--- src/rtl/acondicionador_botones.sv ---
// Button conditioner: sync + debounce five raw buttons, mode FSM, up/down auto-repeat, inactivity fallback.
// Latency: raw edge k -> registered pulse after edge k+DEB_CYCLES+2; outputs are free-running pulses, no backpressure.
module acondicionador_botones #(
    parameter int DEB_CYCLES     = 1_000_000,
    parameter int REPEAT_DELAY   = 50_000_000,
    parameter int REPEAT_RATE    = 15_000_000,
    parameter int TIMEOUT_CYCLES = 0
) (
    input  logic       clk,
    input  logic       reset,
    input  logic       btn_up,
    input  logic       btn_down,
    input  logic       btn_left,
    input  logic       btn_right,
    input  logic       btn_mode,
    output logic       Arriba,
    output logic       Abajo,
    output logic       Izquierda,
    output logic       Derecha,
    output logic [2:0] configuracion,
    output logic       cambio_modo
);

    localparam int B_UP   = 0;
    localparam int B_DN   = 1;
    localparam int B_L    = 2;
    localparam int B_R    = 3;
    localparam int B_MODE = 4;

    localparam int DW      = $clog2(DEB_CYCLES);
    localparam int TMAX    = (REPEAT_DELAY > REPEAT_RATE) ? REPEAT_DELAY : REPEAT_RATE;
    localparam int TMW     = $clog2(TMAX + 1);
    localparam int ITW     = (TIMEOUT_CYCLES > 1) ? $clog2(TIMEOUT_CYCLES) : 1;
    localparam int TO_LAST = (TIMEOUT_CYCLES > 0) ? TIMEOUT_CYCLES - 1 : 0;

    typedef enum logic [2:0] {
        M_NORMAL = 3'd0,
        M_TIME   = 3'd1,
        M_DATE   = 3'd2,
        M_TIMER  = 3'd4
    } mode_e;

    typedef enum logic [1:0] {
        R_IDLE,
        R_WAIT_DELAY,
        R_REPEAT
    } rep_e;

    logic [4:0]     raw;
    logic [4:0]     s1_q, s2_q;
    logic [4:0]     stable_q, stable_d;
    logic [4:0]     stable_prev_q;
    logic [DW-1:0]  deb_cnt_q [5];
    logic [DW-1:0]  deb_cnt_d [5];
    logic [4:0]     press;

    mode_e          cfg_q, cfg_d, cfg_next;
    logic           cambio_q, cambio_d;
    logic [ITW-1:0] inact_q, inact_d;
    logic           timeout_hit;
    logic           mode_chg;
    logic           dir_en;

    rep_e           rep_q, rep_d;
    logic           dir_dn_q, dir_dn_d;
    logic [TMW-1:0] timer_q, timer_d;
    logic           act_held, other_held;

    logic           arriba_q, arriba_d;
    logic           abajo_q, abajo_d;
    logic           izq_q, izq_d;
    logic           der_q, der_d;

    assign raw = {btn_mode, btn_right, btn_left, btn_down, btn_up};

    always_comb begin
        for (int i = 0; i < 5; i++) begin
            stable_d[i]  = stable_q[i];
            deb_cnt_d[i] = '0;
            if (s2_q[i] != stable_q[i]) begin
                if (deb_cnt_q[i] == DW'(DEB_CYCLES - 1)) begin
                    stable_d[i] = s2_q[i];
                end else begin
                    deb_cnt_d[i] = deb_cnt_q[i] + 1'b1;
                end
            end
        end
    end

    assign press = stable_q & ~stable_prev_q;

    always_comb begin
        case (cfg_q)
            M_NORMAL: cfg_next = M_TIME;
            M_TIME:   cfg_next = M_DATE;
            M_DATE:   cfg_next = M_TIMER;
            default:  cfg_next = M_NORMAL;
        endcase
    end

    // A press of any button restarts the inactivity window; mode 0 never times out.
    always_comb begin
        timeout_hit = 1'b0;
        inact_d     = '0;
        if ((TIMEOUT_CYCLES > 0) && (cfg_q != M_NORMAL) && (press == '0)) begin
            if (inact_q == ITW'(TO_LAST)) begin
                timeout_hit = 1'b1;
            end else begin
                inact_d = inact_q + 1'b1;
            end
        end
    end

    always_comb begin
        cfg_d    = cfg_q;
        cambio_d = 1'b0;
        if (press[B_MODE]) begin
            cfg_d    = cfg_next;
            cambio_d = 1'b1;
        end else if (timeout_hit) begin
            cfg_d    = M_NORMAL;
            cambio_d = 1'b1;
        end
    end

    assign mode_chg = press[B_MODE] | timeout_hit;
    assign dir_en   = (cfg_q != M_NORMAL) && !mode_chg;

    assign izq_d = dir_en & press[B_L] & ~stable_q[B_R];
    assign der_d = dir_en & press[B_R] & ~stable_q[B_L];

    assign act_held   = dir_dn_q ? stable_q[B_DN] : stable_q[B_UP];
    assign other_held = dir_dn_q ? stable_q[B_UP] : stable_q[B_DN];

    always_comb begin
        rep_d    = rep_q;
        dir_dn_d = dir_dn_q;
        timer_d  = timer_q;
        arriba_d = 1'b0;
        abajo_d  = 1'b0;
        if (!dir_en) begin
            rep_d   = R_IDLE;
            timer_d = '0;
        end else begin
            case (rep_q)
                R_IDLE: begin
                    if (press[B_UP] && !stable_q[B_DN]) begin
                        rep_d    = R_WAIT_DELAY;
                        dir_dn_d = 1'b0;
                        timer_d  = TMW'(REPEAT_DELAY);
                        arriba_d = 1'b1;
                    end else if (press[B_DN] && !stable_q[B_UP]) begin
                        rep_d    = R_WAIT_DELAY;
                        dir_dn_d = 1'b1;
                        timer_d  = TMW'(REPEAT_DELAY);
                        abajo_d  = 1'b1;
                    end
                end
                default: begin
                    // Abort wins over a due repeat so a release never yields a trailing pulse.
                    if (!act_held || other_held) begin
                        rep_d   = R_IDLE;
                        timer_d = '0;
                    end else if (timer_q == TMW'(1)) begin
                        rep_d    = R_REPEAT;
                        timer_d  = TMW'(REPEAT_RATE);
                        arriba_d = ~dir_dn_q;
                        abajo_d  = dir_dn_q;
                    end else begin
                        timer_d = timer_q - 1'b1;
                    end
                end
            endcase
        end
    end

    always_ff @(posedge clk) begin
        if (reset) begin
            s1_q          <= '0;
            s2_q          <= '0;
            stable_q      <= '0;
            stable_prev_q <= '0;
            for (int i = 0; i < 5; i++) begin
                deb_cnt_q[i] <= '0;
            end
            cfg_q    <= M_NORMAL;
            cambio_q <= 1'b0;
            inact_q  <= '0;
            rep_q    <= R_IDLE;
            dir_dn_q <= 1'b0;
            timer_q  <= '0;
            arriba_q <= 1'b0;
            abajo_q  <= 1'b0;
            izq_q    <= 1'b0;
            der_q    <= 1'b0;
        end else begin
            s1_q          <= raw;
            s2_q          <= s1_q;
            stable_q      <= stable_d;
            stable_prev_q <= stable_q;
            for (int i = 0; i < 5; i++) begin
                deb_cnt_q[i] <= deb_cnt_d[i];
            end
            cfg_q    <= cfg_d;
            cambio_q <= cambio_d;
            inact_q  <= inact_d;
            rep_q    <= rep_d;
            dir_dn_q <= dir_dn_d;
            timer_q  <= timer_d;
            arriba_q <= arriba_d;
            abajo_q  <= abajo_d;
            izq_q    <= izq_d;
            der_q    <= der_d;
        end
    end

    assign Arriba        = arriba_q;
    assign Abajo         = abajo_q;
    assign Izquierda     = izq_q;
    assign Derecha       = der_q;
    assign configuracion = cfg_q;
    assign cambio_modo   = cambio_q;

endmodule

--- config.mk ---
export PLATFORM = sky130hd
export DESIGN_NAME = acondicionador_botones
export DESIGN_NICKNAME = d
export VERILOG_FILES = /design/src/rtl/acondicionador_botones.sv
export SDC_FILE = /design/constraint.sdc
export NUM_CORES = 1
export LEC_CHECK = 0
export ABC_AREA = 1
export ABC_CLOCK_PERIOD_IN_PS = 2100
export CORE_MARGIN = 10
export CORE_UTILIZATION = 50
export CTS_BUF_LIST = sky130_fd_sc_hd__clkbuf_8
export DETAILED_ROUTE_END_ITERATION = 10
export MAX_ROUTING_LAYER = met4
export PLACE_DENSITY = 0.69
export SLEW_MARGIN = 20
export SYNTH_ARGS = -nofsm -noshare
export SYNTH_HDL_FRONTEND = slang
export SYNTH_SLANG_ARGS = --single-unit
--- constraint.sdc ---
create_clock -name clk -period 2.1 [get_ports clk]
set_input_delay 0.525 -clock clk [delete_from_list [all_inputs] [get_ports clk]]
set_output_delay 0.525 -clock clk [all_outputs]
set_load 0.05 [all_outputs]
After elaboration in Yosys (flattened, before gate mapping) --
Memories as Yosys holds them, arrays and structs flattened. Cells that the tools add are included.
Word-level totals: output and inout port bits 8, memories 1, RAM bits 100, flip-flop bits (word level) 57
Memories:
- deb_cnt_q | words 5, width 20, read ports 5, clocked after memory_dff 0, write ports 5, RTL line 53 | logic [DW-1:0] deb_cnt_q [5];
Operators by class: reductions and logical operators 21, add/sub/neg operators 6, mux-type cells 43, bitwise gates (word level) 15, equality and inequality tests 14
Operator list (number):
- two-way mux 20 bit | 15
- two-way mux 26 bit | 5
- adder 20 x 1 -> 20 bit (second input constant) | 5
- == test 20 bit (second input constant) | 5
- == test 26 x 1 -> 1 bit (second input constant) | 1
- subtractor 26 x 1 -> 26 bit (second input constant) | 1
- two-way mux 1 bit | 17
- AND reduction 2 bit | 6
- two-way mux 2 bit | 5
- case mux 3 bit (3 select lines) | 1
- nonzero test 3 bit | 2
- bitwise AND 5 bit | 1
- inequality test 1 bit | 5
- NOT 5 bit | 1
- bitwise OR 1 bit | 5
- bitwise AND 1 bit | 4
- zero test 1 bit | 4
- NOT 1 bit | 4
- == test 3 x 1 -> 1 bit (second input constant) | 1
- == test 3 x 2 -> 1 bit (second input constant) | 1
- logical AND 1 bit | 3
- zero test 3 bit | 1
- inequality test 3 bit (second input constant) | 1
- AND reduction 3 bit | 1
- other kinds (4) | 4

Longest topological paths before layout --
depth after elaboration 6, mapped depth 12, mapped depth without buffers 12

Least setup slack after synthesis --
Ideal clock, no wire load.
path kind register to register, start point reg cfg_q[2] (netlist: configuracion[2]), end point reg rep_q[0], setup time 70 ps, path slack 564 ps, stages on the path, launching flop included 8, arrival time 1466 ps, path buffers 1, path through dfxtp_1 -> inv_1 -> nand2_1 -> nand2_1 -> nor2_2 -> inv_2 -> buf_2 -> a21oi_1
On the way: word-level cells in the longest chain between the ends 4
RTL lines:
- from (decl) | RTL line 57 | mode_e cfg_q, cfg_d, cfg_next;
- from (signal assigned) | RTL line 204 | cfg_q <= cfg_d;
- nonzero test 3 bit | RTL line 127 | assign dir_en = (cfg_q != M_NORMAL) && !mode_chg;
- logical AND 1 bit | RTL line 127
- NOT 1 bit (no source line)
- OR reduction 2 bit (no source line)
- to (signal assigned) | RTL line 207 | rep_q <= rep_d;
- to (decl) | RTL line 64 | rep_e rep_q, rep_d;
Every way passes these cells. A chain may end at the register's enable or synchronous reset.

Worst setup path in the final report --
start point reg der_q (netlist: Derecha), end point out Derecha
RTL lines:
- from (decl) | RTL line 72 | logic der_q, der_d;
- from (signal assigned) | RTL line 213 | der_q <= der_d;
- to (decl) | RTL line 19 | output logic Derecha,
No word-level cell between the ends.

==> flow_metrics.env <==
export IMPL_status="finished, final reports clean"
export IMPL_cts_root_buf="clkbuf_8"
export IMPL_num_vias=6770
export IMPL_crit_start="Derecha$_SDFF_PP0_"
export IMPL_core_um2=15300
export IMPL_dr_pass1_iters=7
export IMPL_slew_headroom_pct=67.2
export IMPL_finalHoldViolCount=0
export IMPL_synth_seq_cells=157
export IMPL_yosysWarningCount=0
export IMPL_grt_pass1_vias=6149
export IMPL_syn_area_um2=7830
export IMPL_p_per_area_nw_per_um2=629
export IMPL_crit_arrival_ns=1.34
export IMPL_synth_avg_cell_area_um2=7.03
export IMPL_grt_use_total_pct=15.2
export IMPL_crit_chain="dlygate4sd2_1"
export IMPL_globalplace_congestion=0.904
export IMPL_post_drt_wl_per_cell_um=11.5
export IMPL_final_seq_area_um2=3140
export IMPL_via_per_inst=4.97
export IMPL_slew_violations=0
export IMPL_drv_cap=0
export IMPL_clk_pin_slew_worst_paths_ns=0.08
export IMPL_critPathCaptureType="primary output"
export IMPL_postCtsHoldBufs=0
export IMPL_multi_input_area_um2=4070
export IMPL_min_path_type="reg -> reg"
export IMPL_drive_gt1_share_pct=10.2
export IMPL_drt_iter0_drc=376
export IMPL_total_leakage_power_nw=3.16
export IMPL_die_w_um=145
export IMPL_critPathTopFamily="buffers and inverters"
export IMPL_final_common_cell="nand2_1"
export IMPL_postRouteAntennaNets=0
export IMPL_finalWirelength_mm=15.6
export IMPL_syn_inst=1113
export IMPL_drc_errors=0
export IMPL_finalSetupTns_ns=0
export IMPL_crit_end="Derecha"
export IMPL_start_kind="register"
export IMPL_nNetsFinal=1152
export IMPL_cts_sinks=157
export IMPL_dp_hpwl_mm=11.4
export IMPL_die_h_um=145
export IMPL_r2r_start="deb_cnt_q[0][80]$_SDFF_PP0_"
export IMPL_cp_depth=1
export IMPL_criticalPathCategory="reg -> out"
export IMPL_ys_seq_area_share_pct=40.1
export IMPL_start_util_pct=51.3
export IMPL_rrSetupSlack_ns=0.25
export IMPL_worst_hold_slack_ns=0.404
export IMPL_io_buffer_count=14
export IMPL_min_delay_start="s1_q[0]$_SDFF_PP0_"
export IMPL_path_buf_inv=1
export IMPL_tightest_slew_ns=0.494
export IMPL_ctsLongestPathBuffers=2
export IMPL_ctsHtreeMaxLevel=4
export IMPL_worst_slack_ns=0.239
export IMPL_syn_num_nets=1127
export IMPL_fin_crit_sh_pct=88.6
export IMPL_grt_pass1_wl_mm=27.3
export IMPL_overflow=0
export IMPL_pre_cts_ws_ns=0.000731
export IMPL_clk_latency_ns=0.45
export IMPL_layout_common_cells="nand2_1, nor2_1, dfxtp_1, inv_1, nand3_1"
export IMPL_rsz0062_at_grt="no"
export IMPL_cts_resized=5
export IMPL_r2r_end="deb_cnt_q[0][98]$_SDFF_PP0_"
export IMPL_grt_max_degree=24
export IMPL_yosysUniqueCellTypes=42
export IMPL_dieArea_um2=21100
export IMPL_antenna_found_initial=0
export IMPL_r2r_cells=10
export IMPL_diodes=0
export IMPL_numCtsBuffers=17
export IMPL_slowest_stage="dlygate4sd2_1"
export IMPL_row_count=45
export IMPL_cp_required_ns=1.57
export IMPL_cts_tree="built"
export IMPL_io_pins=15
export IMPL_syn_to_final_growth_pct=10.3
export IMPL_peakVddDrop_uv=627
export IMPL_skew_ns=0.0132
export IMPL_critical_path_max_stage_delay_ns=0.54
export IMPL_cp_max_fo=1
export IMPL_period_needed_ns=1.86
export IMPL_setup_viol=0
export IMPL_nFillCells=1494
export IMPL_clock_fmax_ghz=0.537
export IMPL_post_cts_setup_buffers=0
[tightest hold or removal path, cell delays in order (launching register included)]
cell,delay (ns)
dfxtp_1,0.30
inv_1,0.04
nor2_1,0.03
[registers in the layout, indices dropped and copies added, names as in the netlist]
signal / count
Arriba: 1
s1_q: 5
Izquierda: 1
rep_q: 2
deb_cnt_q: 100
Derecha: 1
stable_prev_q: 5
cambio_modo: 1
Abajo: 1
dir_dn_q: 1
stable_q: 5
timer_q: 26
configuracion: 3
s2_q: 5
[per-stage QoR]
| stage | cells | util [%] | area [µm²] | total power [mW] |
|---|---|---|---|---|
| 6_report | 1361 | 56.6 | 8640 | 5.43 |
| 5_1_grt | 1361 | 56.6 | 8640 | 5.64 |
| 4_1_cts | 1361 | 56.6 | 8640 | 5.48 |
| 3_5_place_dp | 1330 | 53.9 | 8220 | 3.12 |
| 3_3_place_gp | 1330 | 53.9 | 8220 | 3.12 |
| 2_1_floorplan | 1113 | - | 7830 | 3.10 |
[cells by family after synthesis]
logic type | Yosys count | share of synthesized area [%]
AOI/OAI and AO/OA | 122 | 8.55
xor gates and xnor gates | 34 | 3.80
buffers and inverters | 153 | 7.89
and+or+nand+nor | 639 | 38.4
muxes | 1 | 0.128
adders and majority gates | 7 | 1.12
DFF | 157 | 40.1
[Yosys cell counts (all sizes together)]
cell	number	area, µm²
or2	6	37.5
o21ai	33	173
nor4	4	25.0
nand4	32	213
or3	1	6.26
xor2	25	219
and3	2	12.5
nand2	243	935
ha	7	87.6
a31oi	6	37.5
nand3b	10	75.1
nor2	196	833
nand3	81	455
dfxtp	157	3140
inv	135	507
clkbuf	5	20.0
a211oi	1	7.51
buf	12	87.6
nor3b	13	108
o21bai	2	15.0
nor3	51	303
clkinv	1	3.75
a21oi	76	407
xnor2	9	78.8
mux2i	1	10.0
o21a	4	30.0
[worst min path at each step]
stage | end | slack (ns) | cells after the start
2_1_floorplan | Derecha$_SDFF_PP0_ | 0.37 | 1
3_3_place_gp | Derecha$_SDFF_PP0_ | 0.39 | 1
3_5_place_dp | Izquierda$_SDFF_PP0_ | 0.39 | 1
4_1_cts | Izquierda$_SDFF_PP0_ | 0.40 | 1
5_1_grt | Izquierda$_SDFF_PP0_ | 0.42 | 1
6_report | s2_q[0]$_SDFF_PP0_ | 0.40 | 2
[final cells by class]
type,instances,share of cell area (%)
tap,211,3.06
sequential,157,36.4
multi-input combinational,803,47.1
clock inverter,11,1.67
clock buffer,20,3.19
inverter,136,5.91
timing repair buffer,23,2.68
[power breakdown]
group          switching [mW]  internal [mW]
Combinational          0.0362         0.0239
Clock                    1.12           1.26
Sequential            0.00635           2.99
[routing by layer]
| metal | GRT usage (%) | share of wire, % | vias up |
|---|---|---|---|
| met5 | - | 0 | - |
| met4 | 3.03 | 0.86 | 0 |
| met3 | 4.07 | 3.6 | 12 |
| met2 | 23.4 | 44 | 110 |
| met1 | 19.7 | 52 | 3003 |
| li1 | - | - | 3645 |
(Power assumes the default switching activity.)
